==> config.mk <==
export PLATFORM = sky130hd
export DESIGN_NAME = uart_rx
export DESIGN_NICKNAME = d
export VERILOG_FILES = /design/src/rtl/uart_pkg.sv /design/src/rtl/sync_2ff.sv /design/src/rtl/uart_rx.sv
export SDC_FILE = /design/constraint.sdc
export NUM_CORES = 1
export LEC_CHECK = 0
export ABC_AREA = 1
export CAP_MARGIN = 20
export CORE_UTILIZATION = 53
export CTS_BUF_LIST = sky130_fd_sc_hd__clkbuf_16
export CTS_CLUSTER_DIAMETER = 200
export CTS_CLUSTER_SIZE = 24
export DETAILED_ROUTE_END_ITERATION = 12
export PLACE_DENSITY_LB_ADDON = 0.3
export SETUP_SLACK_MARGIN = 0.05
export SYNTH_ARGS = -nofsm -noshare
export SYNTH_HDL_FRONTEND = slang
export SYNTH_HIERARCHICAL = 1
export SYNTH_SLANG_ARGS = --single-unit
==> constraint.sdc <==
create_clock -name system_clk -period 1.5 [get_ports system_clk]
set_input_delay 0.15 -clock system_clk [delete_from_list [all_inputs] [get_ports system_clk]]
set_output_delay 0.15 -clock system_clk [all_outputs]
set_load 0.05 [all_outputs]
==> src/rtl/uart_pkg.sv <==
// Shared UART receiver types and constants.
// UART_RX_PARITY_EN adds the PARITY state to the receiver FSM encoding.
package uart_pkg;
    localparam int UART_DATA_BITS        = 8;
    localparam int UART_CLKS_PER_BIT_DEF = 868;

    typedef enum logic [2:0] {
        ST_IDLE   = 3'd0,
        ST_START  = 3'd1,
        ST_DATA   = 3'd2,
`ifdef UART_RX_PARITY_EN
        ST_PARITY = 3'd3,
`endif
        ST_STOP   = 3'd4,
        ST_BREAK  = 3'd5
    } rx_state_e;
endpackage

==> src/rtl/sync_2ff.sv <==
// Two-flop synchronizer for one asynchronous bit, reset to RST_VAL.
// Latency: 2 system_clk cycles.
// Backpressure: none, free-running.
module sync_2ff #(
    parameter logic RST_VAL = 1'b0
) (
    input  logic system_clk,
    input  logic reset_n,
    input  logic d,
    output logic q
);
    logic meta;

    always_ff @(posedge system_clk or negedge reset_n) begin
        if (!reset_n) begin
            meta <= RST_VAL;
            q    <= RST_VAL;
        end else begin
            meta <= d;
            q    <= meta;
        end
    end
endmodule

==> src/rtl/uart_rx.sv <==
// UART receiver, 8N1 (8E1 with UART_RX_PARITY_EN), mid-bit sampling after a 2-flop sync.
// Latency: rx_valid rises on the edge after the stop-bit sample.
// Backpressure: single holding register; a byte completing while it is full is dropped with rx_overrun.
module uart_rx
    import uart_pkg::*;
#(
    parameter int CLKS_PER_BIT = UART_CLKS_PER_BIT_DEF
) (
    input  logic                      system_clk,
    input  logic                      reset_n,
    input  logic                      system_clk_locked,
    input  logic                      uart0_rxd,
    output logic [UART_DATA_BITS-1:0] rx_data,
    output logic                      rx_valid,
    input  logic                      rx_ready,
    output logic                      rx_frame_err,
    output logic                      rx_overrun
`ifdef UART_RX_PARITY_EN
    ,
    output logic                      rx_parity_err
`endif
);
    localparam logic [15:0] HALF_RELOAD = 16'(CLKS_PER_BIT / 2 - 1);
    localparam logic [15:0] FULL_RELOAD = 16'(CLKS_PER_BIT - 1);
    localparam logic [2:0]  LAST_BIT    = 3'(UART_DATA_BITS - 1);

    rx_state_e                 state_q, state_d;
    logic [15:0]               cnt_q, cnt_d;
    logic [2:0]                bit_q, bit_d;
    logic [UART_DATA_BITS-1:0] shift_q, shift_d;
    logic                      rxd_s;
    logic                      expired;
    logic                      byte_done;
    logic                      frame_err;
`ifdef UART_RX_PARITY_EN
    logic                      par_bad_q, par_bad_d;
    logic                      parity_err;
`endif

    sync_2ff #(.RST_VAL(1'b1)) u_sync (
        .system_clk (system_clk),
        .reset_n    (reset_n),
        .d          (uart0_rxd),
        .q          (rxd_s)
    );

    assign expired = (cnt_q == 16'd0);

    always_ff @(posedge system_clk or negedge reset_n) begin
        if (!reset_n) begin
            state_q <= ST_IDLE;
            cnt_q   <= '0;
            bit_q   <= '0;
            shift_q <= '0;
`ifdef UART_RX_PARITY_EN
            par_bad_q <= 1'b0;
`endif
        end else begin
            state_q <= state_d;
            cnt_q   <= cnt_d;
            bit_q   <= bit_d;
            shift_q <= shift_d;
`ifdef UART_RX_PARITY_EN
            par_bad_q <= par_bad_d;
`endif
        end
    end

    always_comb begin
        state_d   = state_q;
        cnt_d     = cnt_q;
        bit_d     = bit_q;
        shift_d   = shift_q;
        byte_done = 1'b0;
        frame_err = 1'b0;
`ifdef UART_RX_PARITY_EN
        par_bad_d  = par_bad_q;
        parity_err = 1'b0;
`endif
        case (state_q)
            ST_IDLE: begin
                if (!rxd_s) begin
                    state_d = ST_START;
                    cnt_d   = HALF_RELOAD;
                end
            end
            ST_START: begin
                if (!expired) begin
                    cnt_d = cnt_q - 16'd1;
                end else if (rxd_s) begin
                    state_d = ST_IDLE;
                end else begin
                    state_d = ST_DATA;
                    cnt_d   = FULL_RELOAD;
                    bit_d   = '0;
`ifdef UART_RX_PARITY_EN
                    par_bad_d = 1'b0;
`endif
                end
            end
            ST_DATA: begin
                if (!expired) begin
                    cnt_d = cnt_q - 16'd1;
                end else begin
                    shift_d = {rxd_s, shift_q[UART_DATA_BITS-1:1]};
                    cnt_d   = FULL_RELOAD;
                    bit_d   = bit_q + 3'd1;
                    if (bit_q == LAST_BIT) begin
`ifdef UART_RX_PARITY_EN
                        state_d = ST_PARITY;
`else
                        state_d = ST_STOP;
`endif
                    end
                end
            end
`ifdef UART_RX_PARITY_EN
            ST_PARITY: begin
                if (!expired) begin
                    cnt_d = cnt_q - 16'd1;
                end else begin
                    // Even parity: data bits plus parity bit must hold an even count of ones.
                    par_bad_d  = ^{shift_q, rxd_s};
                    parity_err = ^{shift_q, rxd_s};
                    cnt_d      = FULL_RELOAD;
                    state_d    = ST_STOP;
                end
            end
`endif
            ST_STOP: begin
                if (!expired) begin
                    cnt_d = cnt_q - 16'd1;
                end else if (rxd_s) begin
                    state_d = ST_IDLE;
`ifdef UART_RX_PARITY_EN
                    byte_done = !par_bad_q;
`else
                    byte_done = 1'b1;
`endif
                end else begin
                    state_d   = ST_BREAK;
                    frame_err = 1'b1;
                end
            end
            ST_BREAK: begin
                if (rxd_s) state_d = ST_IDLE;
            end
            default: state_d = ST_IDLE;
        endcase

        // Losing PLL lock abandons whatever frame was in flight.
        if (!system_clk_locked) begin
            state_d   = ST_IDLE;
            byte_done = 1'b0;
            frame_err = 1'b0;
`ifdef UART_RX_PARITY_EN
            parity_err = 1'b0;
`endif
        end
    end

    always_ff @(posedge system_clk or negedge reset_n) begin
        if (!reset_n) begin
            rx_data      <= '0;
            rx_valid     <= 1'b0;
            rx_frame_err <= 1'b0;
            rx_overrun   <= 1'b0;
`ifdef UART_RX_PARITY_EN
            rx_parity_err <= 1'b0;
`endif
        end else begin
            rx_frame_err <= frame_err;
            rx_overrun   <= byte_done && rx_valid && !rx_ready;
`ifdef UART_RX_PARITY_EN
            rx_parity_err <= parity_err;
`endif
            if (byte_done && (!rx_valid || rx_ready)) begin
                rx_data  <= shift_q;
                rx_valid <= 1'b1;
            end else if (rx_ready) begin
                rx_valid <= 1'b0;
            end
        end
    end
endmodule

; ---- Word-level counts from Yosys, hierarchy flattened
; Index checks and enable logic that the tools add are counted.
[op_classes]
add_sub_neg = 2
eq_ne = 17
mux = 30
reduce_logical = 15
[op_table]
columns = cell, count
row1 = $mux W16, 5
row2 = $pmux W16 S4, 1
row3 = $mux W3, 11
row4 = $ne A3 B3 Y1 const B, 6
row5 = $logic_not A16 Y1, 1
row6 = $sub A16 B1 Y16 const B, 1
row7 = $pmux W3 S5, 1
row8 = $mux W1, 10
row9 = $ne A2 B2 Y1 const B, 5
row10 = $eq A3 B3 Y1 const B, 3
row11 = $reduce_and A4 Y1, 2
row12 = $pmux W3 S2, 1
row13 = $reduce_and A6 Y1, 1
row14 = $reduce_bool A2 Y1, 2
row15 = $reduce_bool A4 Y1, 1
row16 = $add A3 B1 Y3 const B, 1
row17 = $eq A3 B1 Y1 const B, 1
row18 = $eq A3 B2 Y1 const B, 1
row19 = $logic_and A1 B1 Y1, 3
row20 = $logic_not A3 Y1, 1
row21 = $ne A3 B2 Y1 const B, 1
row22 = $logic_not A1 Y1, 2
row23 = $mux W2, 1
row24 = $reduce_and A2 Y1, 1
row25 = $logic_or A1 B1 Y1, 1
[word_totals]
regBits = 43
out_inout_bits = 11

; ---- Depth between registers and ports, before layout
[depth]
depth_word = 6
mapped_depth = 11

; ---- Hierarchy
; Netlist, hierarchy kept.
[by_module_without_submodules]
columns = module, n_inst, cells_each, area_per_inst_um2, seq_area_each_um2
row1 = uart_rx, 1, 321, 2449.8, 1026.0
row2 = sync_2ff, 1, 2, 52.6, 52.6

; ---- Worst setup path after synthesis
; Ideal clock, no wire load.
[synth_timing]
path_type = register -> register
from = register cnt_q[0]
to = register rx_data[5]
arrival_ns = 1.527
required_ns = 1.381
path_slack_ns = -0.146
stages_incl_launch_ff = 11
n_path_buf = 1
period_less_slack_ns = 1.646
cell_sequence = dfrtp_1 -> inv_1 -> ha_1 -> nand2_2 -> nor2_2 -> nand2_4 -> inv_4 -> nand4_4 -> buf_6 -> nand2_2 -> o21ai_2
[synth_between]
elab_chain_len = 5
[synth_rtl]
columns = element, line_no
row1 = start: declaration, uart_rx.sv:28  ; logic [15:0] cnt_q, cnt_d;
row2 = start signal: assignment, uart_rx.sv:60  ; cnt_q <= cnt_d;
row3 = $logic_not A16 Y1, uart_rx.sv:47  ; assign expired = (cnt_q == 16'd0);
row4 = $mux W1, uart_rx.sv:131  ; if (!expired) begin
row5 = $mux W1, uart_rx.sv:80  ; case (state_q)
row6 = $mux W1, uart_rx.sv:152  ; if (!system_clk_locked) begin
row7 = $logic_and A1 B1 Y1, uart_rx.sv:177  ; if (byte_done && (!rx_valid || rx_ready)) begin
row8 = end signal: assignment, uart_rx.sv:178  ; rx_data <= shift_q;
row9 = end: declaration, uart_rx.sv:13  ; output logic [UART_DATA_BITS-1:0] rx_data,
; No other way between the ends.
; A chain may end at the register's enable or synchronous reset.

; ---- Worst setup path after layout
[layout_timing]
from = register cnt_q[12]
to = register cnt_q[1]
[layout_between]
elab_chain_len = 3
elab_cells_between_ends = 7
[layout_rtl]
columns = element, line_no
row1 = $logic_not A16 Y1 (*), uart_rx.sv:47
row2 = "$ne A3 B3 Y1 (no line), or another cell as far along", -
row3 = $reduce_and A4 Y1 (no line) / $pmux W16 S4 (equally long branches), -
; Every way passes the cells marked *; elsewhere a longest branch is shown, timed or not.

==> impl.org <==
** Placed design
- Final RePlAce weighted congestion :: 0.862
- The number of placed instances, taps included, is 423.
- Worst setup slack before clock tree synthesis :: -108 ps
- Area after DPL :: 2980 µm²
- Number of port buffers :: 15
- Half-perimeter wire length of the detailed placement result :: 4220 µm

** Power
- Power spread over the standard cell area amounts to ~1500 nW/µm².
- VDD sags by at most around 1.3 mV.
- The design draws between 5 and 6 mW.
- The analysis attributes to cell leakage a power of 1.83 nW.

** Synth
- The share of the Yosys chip area taken by registers is 43.1%.
- After synthesis the netlist holds a flip-flop and latch count of 43.
- Main synth FF type :: dfrtp_1
- Number of flops mapped to enable cells by yosys :: 0
- Instance count of the mapped netlist :: 323
- Area fraction of the dominant cell type after synthesis :: 41.0%
- In the post-synthesis netlist, the biggest area contributors are dfrtp_1, nand2_1, nand3_1, inv_1, nor2_1.
- For this run, the number of Yosys warnings is 6.
- Summed instance area of the synthesized netlist :: 2500 µm²
- The number of nets in the synthesized netlist is 331.
- After synthesis, the netlist uses 33 different library cells.
- The largest total area in the synthesized netlist belongs to dfrtp_1.
- Average cell area after synthesis :: 7.75 µm²
- Counting flops with an async set or reset pin after synthesis yields a share of 100%.

** Worst hold path
- Worst min-delay path class :: in -> reg
- Startpoint of the tightest hold check path :: uart0_rxd
- For hold timing, the worst endpoint is u_sync/meta$_DFF_PN1_.
- Counting instances, the worst hold path has a depth of 1.

** Timing
- Final number of setup-violating endpoints :: 38
- Clock skew on the completed layout was measured at 9.99 ps.
- Slew of the pin with the lowest slew margin :: 503 ps
- Setup repair after global routing missed its margin :: yes
- In this run the tightest slew margin relative to its limit is 66.4%.
- Maximum clock rate :: between 500 and 600 MHz
- Number of max-slew violations in the final report :: 0
- Number of hold-slack violations in the final timing report :: 0
- Across all setup checks in the final design, the least slack found is -319 ps.
- After layout, the worst path uses 121% of the clock period.
- Subtracting the final worst setup slack from the clock period gives 1820 ps.

** Finish
- With fillers left out, the area of the finished cells amounts to 3650 µm².
- In the final layout, the multi-input gates occupy ~1600 µm².
- Count of fill cells added during filler insertion :: 229
- Area growth syn-to-layout :: 45.8%
- The count of cells in the finished layout, fillers not included, comes to 448.
- In the final layout, flip-flops and latches occupy 1080 µm².
- Cells with a size suffix above 1 make up 48.2% of the layout.
- Final core occ :: between 80% and 90%
- The repair_antennas step left the layout with diodes totalling 0.
- After the last flow step, the layout net total stands at 403.

** Global route
- Number of global-route vias before repair :: 2445
- Entering global routing, the biggest net connects 25 pins.
- For this run, the total global-route usage over all layers was measured as 29.6%.
- First-pass GRT wire length :: 11400 µm
- The initial antenna violation count came to 0.
- Total congestion overflow after global routing :: 0

** Flow run
- Count of max-cap constraint violations :: 0

** Floorplan
- In this run the horizontal extent of the chip is 70.7 µm.
- Once the floorplan was initialized, standard cells occupied 56.3% of the core.
- Die Span Y :: approximately 71 µm
- 16 I/O pins were placed.
- Floorplan row count :: 24
- Area of the core :: 4440 µm²
- Die footprint :: 5000 µm²

** Clock network
- Clock sink count :: 43
- The H-tree was split into 2 levels.
- TritonCTS clock tree :: built
- Clock slew at reported path FFs :: roughly 60 ps
- Clock latency on the worst-skew pair :: 300 ps
- Total clock buffers created by CTS :: 5
- Maximum clock insertion buffer count :: 2
- Root buffer cell :: clkbuf_16

** Critical path
- Flop-to-flop setup slack :: -320 ps
- Together, buffers and inverters on the worst path number 1.
- The critical path is of the reg -> reg type.
- Cell chain of the critical path :: inv_1, nand3_2, nor2_4, nand2_4, nand2_1, nand2_1, o21ai_0, nand2_1, o21ai_1
- The worst register-to-register path ends at cnt_q[1]$_DFFE_PN0P_.
- In this run the worst path has a maximum fanout of 10.
- Kind of capture point of the worst setup path :: register
- The startpoint identified for the worst register-to-register timing path is cnt_q[12]$_DFFE_PN0P_.
- Family of cells with the greatest summed delay on the critical path :: simple AND/OR/NAND/NOR gates
- Data arrives at the worst endpoint at around 2000 ps.
- At the worst endpoint, the required time is about 1700 ps.
- Most common cell on crit path :: nand2_1
- The largest single stage delay on the critical path is 410 ps.
- Counting cells, the worst reg-to-reg path comes to 9.
- CP max-delay cell :: dfrtp_1
- The worst setup path is launched from a register.

** Drt
- Post-detailed-route DRC marker count :: 0
- The routed layout has between 2000 and 3000 vias.
- Once detail routing completed, the nets flagged for antenna violations numbered 0.
- Avg Vias per Cell :: 6.00
- Detailed Route Iter0 Violations :: roughly 280
- The pre-antenna-repair detailed-routing pass consisted of 7 iterations.
- Per-cell routed wire length :: 20.0 µm
- WL final :: 8940 µm

** Outcome
- The run finished, with violations left.
- The checks that failed: negative setup slack.
per-stage QoR:
| stage | hold slack [ps] | TNS (ps) |
|---|---|---|
| finish | 265 | -3620 |
| global placement | 132 | -449 |
| CTS | 273 | -440 |
| global route | 273 | -4730 |
| detailed placement | 147 | -796 |
| floorplan | -146 | 0 |
state kept, by name, indices dropped and copies added (netlist names):
signal,cells
state_q,3
u_sync/meta,1
rx_frame_err,1
rx_overrun,1
shift_q,8
rx_data,8
cnt_q,16
bit_q,3
rx_valid,1
u_sync/q,1
synth_stat cells (3+ instances only):
cell       n
o21ai_1    3
nand2_2    9
nor2_4     4
nand3_1   29
nor2_1    23
inv_2      6
inv_1     30
xor2_1     6
ha_1       3
nand4_1    5
dfrtp_1   41
o21ai_0   12
nand2_1  111
o21ai_2    9
nor2_2     8
where the power goes:
group          internal, mW  switching [mW]  leakage, nW
Sequential             1.28           0.137        0.569
Clock                 0.608           0.478       0.0710
Combinational          1.23            1.81         1.19
final cells by class:
class,count,area share [%]
multi-input combinational,239,43.9
sequential,43,29.7
timing repair buffer,69,16.9
inverter,37,3.88
clock buffer,5,3.43
tap,52,1.78
clock inverter,3,0.446
logic make-up (layout without fill, tap and decap cells):
kind of cell	after synthesis	after routing	synth area share, %
xor gates and xnor gates	6	6	2.10
adders and majority gates	3	3	1.50
AOI/OAI and AO/OA	32	32	9.25
and+or+nand+nor	197	198	36.4
buffers and inverters	42	114	7.65
DFF	43	43	43.1
cells in the final DEF, fill, tap and decap left out, drive strengths merged, types with 2 or more instances in the layout:
master | Yosys | routed
nand2 | 122 | 123
ha | 3 | 3
a21oi | 2 | 2
xor2 | 6 | 6
dfrtp | 41 | 41
nor2 | 35 | 35
nand3 | 31 | 31
o31ai | 2 | 2
o21ai | 24 | 24
nand4 | 6 | 6
clkbuf | 0 | 6
buf | 5 | 64
dfstp | 2 | 2
nor3 | 2 | 2
clkdlybuf4s50 | 0 | 3
inv | 37 | 38
worst max-delay path by stage:
stage	from	endpoint	slack [ps]	depth (start not counted)
after floorplan	cnt_q[0]$_DFFE_PN0P_	rx_data[5]$_DFFE_PN0P_	30	10
after global placement	cnt_q[1]$_DFFE_PN0P_	cnt_q[14]$_DFFE_PN0P_	-50	12
after detailed placement	cnt_q[1]$_DFFE_PN0P_	cnt_q[14]$_DFFE_PN0P_	-110	12
after CTS	cnt_q[0]$_DFFE_PN0P_	cnt_q[4]$_DFFE_PN0P_	-40	10
after global routing	cnt_q[12]$_DFFE_PN0P_	cnt_q[1]$_DFFE_PN0P_	-310	9
final	cnt_q[12]$_DFFE_PN0P_	cnt_q[1]$_DFFE_PN0P_	-320	9
repair_timing:
item                                   4_1_cts  5_1_grt
hold buffers                                 1        0
setup endpoints to repair                   38       38
pin swaps                                   15       25
buffers inserted                             9        5
gates cloned                                 1        1
endpoints found under the hold margin       17        0
resized for setup                           23       86
routing by layer:
metal	track usage [%]	up-vias	wire length [µm]
li1	-	1178	-
met1	36.6	1280	3220
met2	48.6	182	4470
met3	6.70	47	744
met4	15.8	0	504
met5	0	-	0
Power figures use the tool's default switching activity.
